## src/rtl/issue_scoreboard.sv

```systemverilog
// Issue scoreboard: gates decoded instructions into execute. Per-register
// pending-write counters detect RAW hazards and saturated destinations.
// Also keeps hazard-stall statistics and a sticky retirement-error flag.
module issue_scoreboard #(
  parameter int unsigned NUM_REGS    = 32,
  parameter int unsigned CNT_W       = 2,
  parameter int unsigned STALL_CNT_W = 32
) (
  input  logic                   clk_i,
  input  logic                   rstn_i,
  input  logic                   flush_i,
  input  logic                   dec_valid_i,
  output logic                   dec_ready_o,
  input  logic [4:0]             dec_rs1_i,
  input  logic [4:0]             dec_rs2_i,
  input  logic [4:0]             dec_rd_i,
  input  logic                   dec_use_rs1_i,
  input  logic                   dec_use_rs2_i,
  input  logic                   dec_we_i,
  output logic                   ex_valid_o,
  input  logic                   ex_ready_i,
  input  logic                   wb_valid_i,
  input  logic [4:0]             wb_rd_i,
  output logic                   stall_o,
  output logic                   busy_o,
  output logic [STALL_CNT_W-1:0] stall_cnt_o,
  output logic                   sb_err_o
);

  localparam int unsigned AW = 5;
  localparam logic [CNT_W-1:0] CntMax = '1;
  localparam logic [STALL_CNT_W-1:0] StallMax = '1;

  logic [CNT_W-1:0]       pend_q [NUM_REGS];
  logic [CNT_W-1:0]       pend_d [NUM_REGS];
  logic [STALL_CNT_W-1:0] stall_cnt_q, stall_cnt_d;
  logic                   sb_err_q, sb_err_d;

  logic raw, waw_full, hazard, issue;

  // x0 and out-of-range addresses always read as "nothing pending".
  function automatic logic [CNT_W-1:0] pend_of(input logic [AW-1:0] addr);
    logic [CNT_W-1:0] val;
    val = '0;
    for (int unsigned r = 1; r < NUM_REGS; r++) begin
      if (addr == AW'(r)) val = pend_q[r];
    end
    return val;
  endfunction

  // Hazard detection and handshake, from registered counters only.
  always_comb begin
    raw      = (dec_use_rs1_i && (pend_of(dec_rs1_i) != '0)) ||
               (dec_use_rs2_i && (pend_of(dec_rs2_i) != '0));
    waw_full = dec_we_i && (dec_rd_i != '0) && (pend_of(dec_rd_i) == CntMax);
    hazard   = dec_valid_i && (raw || waw_full);
    ex_valid_o  = dec_valid_i && !hazard && !flush_i;
    dec_ready_o = ex_ready_i && !hazard && !flush_i;
    stall_o     = hazard && !flush_i;
    issue       = ex_valid_o && ex_ready_i;
  end

  // Next-state counters: issue increments, retirement decrements, flush clears.
  always_comb begin
    logic inc, dec;
    for (int unsigned r = 0; r < NUM_REGS; r++) begin
      pend_d[r] = pend_q[r];
      inc = issue && dec_we_i && (dec_rd_i == AW'(r)) && (r != 0);
      dec = wb_valid_i && (wb_rd_i == AW'(r)) && (r != 0) && (pend_q[r] != '0);
      if (inc && !dec) begin
        pend_d[r] = pend_q[r] + 1'b1;
      end else if (dec && !inc) begin
        pend_d[r] = pend_q[r] - 1'b1;
      end
      if (flush_i || (r == 0)) pend_d[r] = '0;
    end
  end

  // Statistics and sticky error next-state.
  always_comb begin
    stall_cnt_d = stall_cnt_q;
    if (stall_o && (stall_cnt_q != StallMax)) stall_cnt_d = stall_cnt_q + 1'b1;
    sb_err_d = sb_err_q;
    if (wb_valid_i && (wb_rd_i != '0) && (pend_of(wb_rd_i) == '0)) sb_err_d = 1'b1;
  end

  // Scoreboard state registers.
  always_ff @(posedge clk_i or negedge rstn_i) begin
    if (!rstn_i) begin
      for (int unsigned r = 0; r < NUM_REGS; r++) pend_q[r] <= '0;
      stall_cnt_q <= '0;
      sb_err_q    <= 1'b0;
    end else begin
      for (int unsigned r = 0; r < NUM_REGS; r++) pend_q[r] <= pend_d[r];
      stall_cnt_q <= stall_cnt_d;
      sb_err_q    <= sb_err_d;
    end
  end

  // Busy view derived from registered counters.
  always_comb begin
    busy_o = 1'b0;
    for (int unsigned r = 1; r < NUM_REGS; r++) begin
      if (pend_q[r] != '0) busy_o = 1'b1;
    end
  end

  assign stall_cnt_o = stall_cnt_q;
  assign sb_err_o    = sb_err_q;

endmodule

```

## config.mk

```make
export PLATFORM = sky130hd
export DESIGN_NAME = issue_scoreboard
export DESIGN_NICKNAME = d
export VERILOG_FILES = /design/src/rtl/issue_scoreboard.sv
export SDC_FILE = /design/constraint.sdc
export NUM_CORES = 1
export LEC_CHECK = 0
export CORE_MARGIN = 1
export CORE_UTILIZATION = 60
export CTS_CLUSTER_SIZE = 24
export DETAILED_ROUTE_END_ITERATION = 7
export PLACE_DENSITY_LB_ADDON = 0.3
export SETUP_SLACK_MARGIN = 0.2
export SYNTH_ARGS = -nofsm -noshare
export SYNTH_HDL_FRONTEND = slang
export SYNTH_SLANG_ARGS = --single-unit
```

## constraint.sdc

```tcl
create_clock -name clk_i -period 7.02 [get_ports clk_i]
set_input_delay 1.404 -clock clk_i [delete_from_list [all_inputs] [get_ports clk_i]]
set_output_delay 1.404 -clock clk_i [all_outputs]
set_load 0.05 [all_outputs]
```

==> parameters.txt <==
Parameter                              Value

Setup path
  Endpoint type of the worst setup path    output port
  Series of cell instances along the critical path    clkdlybuf4s50_1 > buf_12 > nor2b_1 > nand4b_1 > a22oi_1 > o32a_1 > o211ai_1 > a221oi_4 > nor3_2 > o211a_1 > buf_12
  Sum of buffers and inverters on the critical path    3
  Peak per-stage delay on the critical path    0.87 ns
  CP Data Arrival Time    4.87 ns
  Startpoint of the most critical register-to-register path    pend_q[57]$_DFFE_PN0P_
  Critical path's top delay family    compound AO/OA/AOI/OAI gates
  Cell repeated most along the worst path    buf_12
  Crit path required time    5.62 ns
  Number of cell instances on the worst register-to-register path    10
  Start-to-end type of the worst setup path    in -> out
  Internal reg-to-reg setup slack    2.72 ns
  Critical R2R Capture    pend_q[23]$_DFFE_PN0P_
  Critical Path Fanout Max    24
  Nature of the critical path startpoint    input port
  Critical Path Slowest Stage Cell    clkdlybuf4s50_1

STA
  Finish-stage setup viols    0
  Slew HR    13.10%
  Period minus WS final    6.278 ns
  Fin. Hold Viols    0
  Worst hold slack across all endpoints    0.4770 ns
  Worst clock skew on the final layout    0.01714 ns
  Final TNS setup    0 ns
  Max Fclk    159.3 MHz
  Final worst-path cycle share    89.43%
  RSZ-0062 raised after global routing    no
  Worst slew pin tran    1.301 ns
  Count of final max-slew check failures    0

Final layout
  Total Nets Final    1224
  Most common library cell in the layout ignoring fill and taps    nand2_1
  P&R area growth vs syn    9.832%
  Most used cells in the layout excluding fill and tap cells    nand2_1, dfrtp_1, nor2_1
  Number of diodes    0
  Fraction of final layout cells with drive strength greater than 1    7.506%

Yosys
  Most used flip-flop cell after synthesis    dfrtp_1
  Number of library cell types mapped by synthesis    82
  Synth warnings    0
  Register bit total from synthesis    95
  Post-Syn Instances    1224
  Number of nets in the synthesized netlist    1254
  Average size of a mapped cell    7.506 um2
  Share of flip-flops with an asynchronous set or reset    100.0%
  Post-synthesis sequential area ratio    25.87%
  Number of synthesized flops with an enable pin    0
  Area of the mapped netlist    9188 um2

Power and ir drop
  Lkg Pwr    3.956 nW
  VDD IR max    111.1 uV
  Combinational Power Share    26.5%
  Switching portion of total power    35.82%
  Cell-internal power    0.9927 mW
  Switching pwr    0.5540 mW
  Sequential share of power    38.4%
  Power per unit of standard cell area    153.3 nW/um2
  Clock power share    35.0%

Die
  Die width    125.7 um
  Count of boundary I/O pins    66
  Y dimension of the die    125.7 um
  Starting density of the core    62.27%
  Floorplan core area    14750 um2
  Row count    44
  Floorplan die area    15810 um2

Hold path
  Hold Crit Endpoint    sb_err_o$_DFFE_PN0P_
  Origin of the worst min-delay path    sb_err_o$_DFFE_PN0P_
  Min-Delay Path Class    reg -> reg
  Number of instances on the worst hold path    2

Routing
  Post-detailed-route count of antenna-violating nets    0
  Via count of the routed design    10347
  Iteration-0 DRC count of the detailed router    1537
  Vias per inst    7.482
  Total wire length    34980 um
  TritonRoute pass-1 iters    7
  DRC violations left    0
  Wirelength per Cell    25.30 um

Placed design
  Gpl congestion    1.037
  IO Port Bufs    65
  Sum of net half-perimeters after detailed placement    23270 um

Global routing
  Residual overflow from global routing    0
  Antenna violations before repair    0
  Via count of the first global-routing pass    9225
  Combined global-route utilization of all metal layers    44.26%
  Maximum number of pins on one net before global-route repair    72
  Global-route wire length before repair    53240 um

Clocking
  Number of H-tree branching levels    3
  Number of cells upsized or downsized after cts    0
  Post-CTS repair timing setup buffer count    0
  Clock sink total    95
  Post-CTS Hold Fix Bufs    0
  Number of buffers added by the clock tree synthesis step    9
  CTS root buf    clkbuf_16
  Clock network latency to the later pin of the worst-skew pair    0.36 ns
  TritonCTS clock tree    done
  Maximum clock insertion buffer count    2
  Clock transition time at the flip-flop clock pins of the worst setup and hold paths    0.07 ns

Run
  Max cap viols    0

Status
  Status    finished clean
[area by class of cell]
| type | count | area, um2 |
|---|---|---|
| clock buffer | 9 | 225.2 |
| clock inverter | 7 | 96.34 |
| fill | 1258 | 4663 |
| inverter | 24 | 90.09 |
| multi-input combinational | 973 | 6203 |
| sequential | 95 | 2377 |
| tap | 184 | 230.2 |
| timing repair buffer | 91 | 868.3 |
[kinds of logic (layout without fill, tap and decap cells)]
family,count (synthesis),in the layout,share of synthesized area [%]
flip-flops,95,95,25.87
multiplexers,37,37,4.685
AND/OR/NAND/NOR,555,555,33.47
AO/OA/AOI/OAI,348,348,25.77
XOR/XNOR,32,32,3.051
adder cells (fa/ha/maj),1,1,0.1362
buffers and inverters,156,131,7.013
[cells in the mapped netlist (7+ instances only)]
cell,count,share of area [%]
a211o_1,7,0.67
a211oi_1,12,0.98
a21o_1,12,0.98
a21oi_1,78,4.2
a22oi_1,13,1.1
a31oi_1,17,1.2
a32oi_1,9,0.86
and2_1,15,1.0
and3_1,34,2.3
and4_1,16,1.5
buf_1,10,0.41
buf_2,35,1.9
clkbuf_1,84,3.4
dfrtp_1,95,26
inv_1,23,0.94
mux2_2,7,0.86
mux2i_1,25,2.7
nand2_1,119,4.9
nand2b_1,28,1.9
nand3_1,36,2.0
nand3b_1,11,0.90
nand4_1,26,1.8
nor2_1,84,3.4
nor2b_1,23,1.6
nor3_1,48,2.6
nor3b_1,27,2.2
nor4_1,28,1.9
nor4_2,7,0.95
o211ai_1,38,3.1
o21ai_0,73,4.0
o221ai_1,7,0.67
o32ai_1,7,0.67
or3_1,14,0.95
or4_1,9,0.74
xnor2_1,8,0.76
xor2_1,24,2.3
[worst min-delay path, stage by stage, from the launching register on]
cell,delay [ns]
dfrtp_1,0.35
nor2_1,0.04
o21ai_0,0.05
[power groups by stage]
stage	registers (mW)	clock network [mW]	logic, mW
2_1_floorplan	0.673	0	0.193
3_3_place_gp	0.604	0	0.398
3_5_place_dp	0.604	0	0.400
4_1_cts	0.594	0.545	0.403
5_1_grt	0.598	0.566	0.433
6_report	0.595	0.542	0.410
[registers in the layout (all words and copies together), names as in the netlist]
name	cells
pend_q	62
stall_cnt_o	32
sb_err_o	1
[metrics by stage]
| stage | power (mW) | worst slack [ns] | cell area (um2) | instances | utilization [%] |
|---|---|---|---|---|---|
| CTS | 1.542 | 0.8146 | 10090 | 1383 | 68.39 |
| floorplan | 0.8662 | 1.048 | 9188 | 1224 | - |
| detailed placement | 1.005 | 0.8176 | 9769 | 1367 | 66.21 |
| global route | 1.597 | 0.6132 | 10090 | 1383 | 68.39 |
| finish | 1.547 | 0.7421 | 10090 | 1383 | 68.39 |
| global placement | 1.002 | 0.8320 | 9769 | 1367 | 66.21 |
[worst max-delay path by stage]
stage / slack, ns / cells past startpoint / to / from
2_1_floorplan: 1.05 / 8 / ex_valid_o / dec_rs1_i[2]
3_3_place_gp: 0.83 / 10 / dec_ready_o / dec_rs1_i[4]
3_5_place_dp: 0.82 / 11 / stall_o / dec_rs2_i[0]
4_1_cts: 0.81 / 11 / stall_o / dec_rs2_i[0]
5_1_grt: 0.61 / 11 / dec_ready_o / dec_rs1_i[0]
6_report: 0.74 / 11 / dec_ready_o / dec_rs1_i[0]
[routing by layer]
metal  vias to the layer above  GRT usage [%]  part of all wire [%]
li1                       4524              -                     -
met1                      4809          60.39                    37
met5                         -              0                     0
met3                       201          9.771                    14
met2                       813          63.46                    41
met4                         0          28.21                   7.4
Note: power is estimated with default switching activity, not from simulation.
